--- config.mk ---
export PLATFORM = sky130hd
export DESIGN_NAME = data_memory
export DESIGN_NICKNAME = d
export VERILOG_FILES = /design/src/rtl/data_memory_pkg.sv /design/src/rtl/data_memory.sv
export SDC_FILE = /design/constraint.sdc
export NUM_CORES = 2
export LEC_CHECK = 0
export CORE_MARGIN = 1
export CORE_UTILIZATION = 60
export DETAILED_ROUTE_END_ITERATION = 12
export PLACE_DENSITY = 0.89
export SLEW_MARGIN = 25
export SYNTH_ARGS = -nofsm -noshare
export SYNTH_HDL_FRONTEND = slang
export SYNTH_SLANG_ARGS = --single-unit
export TNS_END_PERCENT = 50
--- constraint.sdc ---
create_clock -name clk -period 4.5 [get_ports clk]
set_input_delay 0.9 -clock clk [delete_from_list [all_inputs] [get_ports clk]]
set_output_delay 0.9 -clock clk [all_outputs]
set_load 0.005 [all_outputs]
--- src/rtl/data_memory_pkg.sv ---
// Shared constants and types for the data memory.
//   DMEM_DATA_WIDTH : width of one memory word
//   DMEM_DEPTH      : number of words (power of two)
//   DMEM_IDX_WIDTH  : number of address bits used to select a word
//   dmem_word_t     : one memory word
package data_memory_pkg;

    localparam int DMEM_DATA_WIDTH = 32;
    localparam int DMEM_DEPTH      = 64;
    localparam int DMEM_IDX_WIDTH  = $clog2(DMEM_DEPTH);

    typedef logic [DMEM_DATA_WIDTH-1:0] dmem_word_t;

endpackage

--- src/rtl/data_memory.sv ---
// Word-addressed data memory for the single-cycle datapath.
// Stores are synchronous to clk; loads are combinational so a load
// completes in the same cycle it is issued.
//
// Ports
//   clk          : clock, writes happen on its rising edge
//   reset        : asynchronous active-low reset, clears every word
//   MemWrite     : store enable
//   MemRead      : load enable, gates MemData_out (0 when low)
//   read_address : word index shared by loads and stores; only the low
//                  log2(DEPTH) bits are used, so addresses wrap around
//   Write_data   : store data
//   MemData_out  : load data
module data_memory
    import data_memory_pkg::*;
#(
    parameter int DATA_WIDTH = DMEM_DATA_WIDTH,
    parameter int DEPTH      = DMEM_DEPTH,
    parameter int ADDR_WIDTH = 32
) (
    input  logic                  clk,
    input  logic                  reset,
    input  logic                  MemWrite,
    input  logic                  MemRead,
    input  logic [ADDR_WIDTH-1:0] read_address,
    input  logic [DATA_WIDTH-1:0] Write_data,
    output logic [DATA_WIDTH-1:0] MemData_out
);

    localparam int IDX_W = $clog2(DEPTH);

    logic [DATA_WIDTH-1:0] mem [0:DEPTH-1];
    logic [IDX_W-1:0]      idx;

    // Word addressing: the upper address bits are deliberately dropped.
    assign idx = read_address[IDX_W-1:0];

    logic unused_addr_bits;
    assign unused_addr_bits = ^read_address[ADDR_WIDTH-1:IDX_W];

    // Reset clears the whole array at once; a store arriving while reset
    // is low is simply lost.
    always_ff @(posedge clk or negedge reset) begin
        if (!reset) begin
            for (int i = 0; i < DEPTH; i++) begin
                mem[i] <= '0;
            end
        end else if (MemWrite) begin
            mem[idx] <= Write_data;
        end
    end

    // Before a store edge this shows the old word, after it the new one.
    always_comb begin
        MemData_out = '0;
        if (MemRead) begin
            MemData_out = mem[idx];
        end
    end

endmodule

* Word-level counts from Yosys, hierarchy flattened
Cells that the tools add are included.
Cells by class: $lt $le $gt $ge 2, multiplexer cells 7, bitwise logic cells 1, reduce and logical (&&, ||, !) cells 1
Operators by type and width (count):
- bitwise mux 2048 bit | 1
- binary-select mux 32 bit (select 6 bit) | 1
- demux 32 bit (select 6 bit) | 1
- two-way mux 32 bit | 4
- greater-or-equal comparator 7 bit (second input constant) | 1
- < comparator 7 x 1 -> 1 bit (second input constant) | 1
- NOT 6 -> 7 bit | 1
- logical AND 1 bit | 1
Word-level totals: register bits 2048, output and inout port bits 32, logic and storage cells 75

* Logic depth before layout (Yosys ltp)
depth in word-level cells 6, mapped depth 11, mapped depth without buffers 6

* Least setup slack after synthesis
No wires, ideal clock.
kind input -> output, start input port read_address[0], end output port MemData_out[17], data arrival time 2772 ps, data required time 3600 ps, slack 828 ps, stages on the path 8, path buffers 3, cells stage by stage buf_6 > buf_2 > buf_1 > mux2_2 > a222oi_1 > o21ai_0 > a221o_1 > o21a_1
Between the ends: longest elaborated chain between the ends 5
Ends and longest elaborated chain:
- from (decl) | line data_memory.sv:25 | input logic [ADDR_WIDTH-1:0] read_address,
- NOT 6 -> 7 bit (not written as such) | line data_memory.sv:57 | MemData_out = mem[idx];
- binary-select mux 32 bit (select 6 bit) | line data_memory.sv:57
- two-way mux 32 bit (not written as such) (2 in a row) | line data_memory.sv:57
- two-way mux 32 bit | line data_memory.sv:56 | if (MemRead) begin
- to (decl) | line data_memory.sv:27 | output logic [DATA_WIDTH-1:0] MemData_out
No other way between the ends. The select of a mux whose other input is x is not followed.

* Final worst setup path
start input port read_address[0], end output port MemData_out[16]
Same word-level chain as after synthesis.

==> flow_summary.toml <==
[outcome]
status = "complete, but fails checks"
violations = "setup timing"

[detailed_routing]
drcViolationCount = 0
antenna_left = 0
drtIter0Drc = 9224
drt-total-wl_um = 296000
drtPass1Iterations = 10
dr_total_vias = 65200
avgRoutedWirePerCell_um = 33.7
viasPerCell = 7.41

[critical_path]
crit_buf_inv = 5
cp_slowest_cell = "a221oi_2"
cp-start-kind = "primary input"
max_stage_delay_ns = 0.53
cp_cell_sequence = "buf_12 -> buf_4 -> nor2b_4 -> buf_12 -> a221oi_2 -> nor2_1 -> a2111oi_4 -> nand3_1 -> buf_4 -> o31a_1 -> clkdlybuf4s50_1"
crit_fanout = 33
required_ns = 3.60
critical-path-top-delay-family = "compound AO/OA/AOI/OAI gates"
worstSetupEndpointType = "output port"
cp.arrival_ns = 3.73
crit_type = "primary input to output port"

[flow_run]
max_cap_violations = 0

[sta]
slew_viol_final = 0
setup_ws_ns = -0.129
hold_viol = 0
grt_setup_unrepaired = "yes"
fin_skew_ns = 0
max_freq_mhz = 216
setup_violations = 16
min_period_ns = 4.63
tightest_slew_ns = 0.969
slew_headroom_pct = 35.4
fin_crit_sh_pct = 103
tns_ns = -0.949

[floorplan]
start_util_pct = 60.4
die_h_um = 393
dieWidth_um = 393
ioPinCount = 100
placeableCoreArea_um2 = 152000
row_count = 143
design.die.area_um2 = 155000

[clock_tree]
cts_tree = "yes"
numCtsBuffers = 193
cts_sinks = 2048
path_clk_slew_ns = 0.06
cts_buffer_depth = 3
htree_levels = 4
insertion_delay_ns = 0.87
cts-root-buf = "clkbuf_16"

[logic_synthesis]
synth_nets = 6574
ys_ff_latch = 2048
synth_edf_count = 0
synth_top_cell_by_area = "dfrtp_1"
ys_warn_count = 0
synth_ff_type = "dfrtp_1"
synth_area_leaders = "dfrtp_1, mux2_2, mux4_2"
synth_area_um2 = 91800
ys_seq_area_share_pct = 55.8
yosysTopAreaCellShare_pct = 55.8
avgSynthCellArea_um2 = 14.1
ys_async_sr_fraction_pct = 100
yosysUniqueCellTypes = 55
syn_inst = 6506

[finish]
fill_cells = 8653
top_regs = "mem: 2048 flops"
layout-drive-gt1-share_pct = 49.0
final_cells = 8803
regMostFlops = "mem"
largest_reg_flops = 2048
synthToLayoutAreaGrowth_pct = 14.9
nets = 6677
finalInstanceArea_um2 = 105000

[placed_design]
dp_hpwl_um = 167000
io_buffer_count = 73
placed_area_um2 = 97800
routabilityCongestion = 0.943
placed_cells_incl_taps = 8419
post-place-ws_ns = -0.550

[hold_path]
hp-class = "primary input to asynchronous set/reset pin"

[power_and_ir_drop]
powerDensity_nw_per_um2 = 430
ir_drop_mv = 0.532
p_leak_nw = 48.8

[grt]
grt_pass1_wl_um = 440000
grt-ovfl-total = 0
grt_pass1_vias = 69600
grt_max_degree = 136
grt_use_total_pct = 38.2
grt_antenna_before_repair = 13
==> cells in the final DEF, fill, tap and decap left out, types with 9 or more instances in the layout <==
| cell type | n |
|---|---|
| a2111oi_2 | 10 |
| a211oi_1 | 14 |
| a21oi_1 | 21 |
| a221o_1 | 15 |
| a221oi_1 | 260 |
| a221oi_2 | 29 |
| a222oi_1 | 42 |
| a22o_1 | 61 |
| a22oi_1 | 275 |
| buf_12 | 117 |
| buf_2 | 9 |
| buf_4 | 450 |
| buf_6 | 14 |
| clkbuf_1 | 46 |
| clkbuf_16 | 199 |
| clkbuf_8 | 54 |
| clkdlybuf4s50_1 | 18 |
| clkinv_2 | 31 |
| dfrtp_1 | 2048 |
| dlygate4sd2_1 | 11 |
| mux2_1 | 10 |
| mux2_2 | 2085 |
| mux2i_1 | 102 |
| mux4_2 | 135 |
| nand2_1 | 59 |
| nand2_2 | 32 |
| nand3_1 | 18 |
| nor2_1 | 49 |
| nor2_4 | 34 |
| nor3_1 | 82 |
| nor3_2 | 10 |
| nor4_1 | 17 |
| o211ai_1 | 16 |
| o21a_1 | 13 |
| o21ai_0 | 37 |
| o221ai_1 | 15 |
| o22ai_1 | 145 |
| o31a_1 | 15 |
| o32ai_1 | 11 |
| or4_1 | 13 |
==> metal layers <==
| layer | global-route usage, % | wire (um) | vias up |
|---|---|---|---|
| li1 | - | - | 24800 |
| met1 | 46.6 | 98700 | 33100 |
| met2 | 56.6 | 131000 | 5425 |
| met3 | 13.8 | 40700 | 1869 |
| met4 | 27.0 | 25800 | 14 |
| met5 | 0 | 74 | - |
==> cells in the mapped netlist (all sizes together) (14+ instances only) <==
| library cell | count |
|---|---|
| a22o | 61 |
| nand2 | 93 |
| a221o | 15 |
| a22oi | 279 |
| nor4 | 28 |
| o32ai | 16 |
| nor3 | 93 |
| o21a | 15 |
| buf | 388 |
| a221oi | 292 |
| a222oi | 42 |
| o21ai | 45 |
| nor2 | 84 |
| o221ai | 15 |
| o22ai | 151 |
| a2111oi | 15 |
| a211oi | 15 |
| clkbuf | 345 |
| or4 | 14 |
| dfrtp | 2048 |
| mux2i | 103 |
| mux4 | 135 |
| a21oi | 21 |
| o211ai | 16 |
| mux2 | 2095 |
| nand3 | 21 |
| o31a | 15 |
==> logic make-up after synthesis <==
family,share of synthesized area [%]
buffers and inverters,3.40
flip-flops,55.8
AND/OR/NAND/NOR,1.96
multiplexers,30.1
AO/OA/AOI/OAI,8.70
==> power breakdown <==
group	total [mW]	internal [mW]	switching, mW	leakage (nW)
registers	22.4	20.9	1.50	27.2
logic	6.23	3.16	3.07	18.4
clock network	16.8	9.39	7.40	3.18
==> path summary, 6_finish.rpt <==
check | startpoint | end | slack (ns) | depth (start not counted)
worst max-delay path | read_address[0] | MemData_out[16] | -0.13 | 11
worst min-delay path | reset | mem[840] | 0.13 | 1
worst max register to register | mem[863] | mem[863] | 3.57 | 1
worst min register to register | mem[1866] | mem[1866] | 0.49 | 1
max in group asynchronous | reset | mem[1393] | 3.04 | 2
min in group clk | mem[1866] | mem[1866] | 0.49 | 1
==> stage by stage <==
step,util [%],hold slack (ns),total power [mW]
2_1_floorplan,-,0.453,25.8
3_3_place_gp,64.4,0.464,27.6
3_5_place_dp,64.4,0.474,28.2
4_1_cts,69.1,0.121,44.9
5_1_grt,69.4,0.145,46.6
6_report,69.4,0.128,45.4
==> repair_timing <==
item / in CTS / in global routing
gates cloned: 3 / 2
endpoints found under the setup margin: 32 / 26
gates resized for setup: 125 / 76
hold buffers: 0 / 0
buffers inserted: 16 / 5
pin swaps: 30 / 17
==> final cells by class <==
class                           instances  area, um2  share of cell area [%]
Clock buffer                          297       5850                    5.54
Clock inverter                         54        571                   0.541
Multi-Input combinational cell       3724      38600                    36.6
Sequential cell                      2048      51200                    48.6
Timing Repair Buffer                  641       6650                    6.30
Tap cell                             2030       2540                    2.41
Antenna cell                            8       20.0                  0.0190
Inverter                                1       8.76                 0.00830
(Power assumes the default switching activity.)
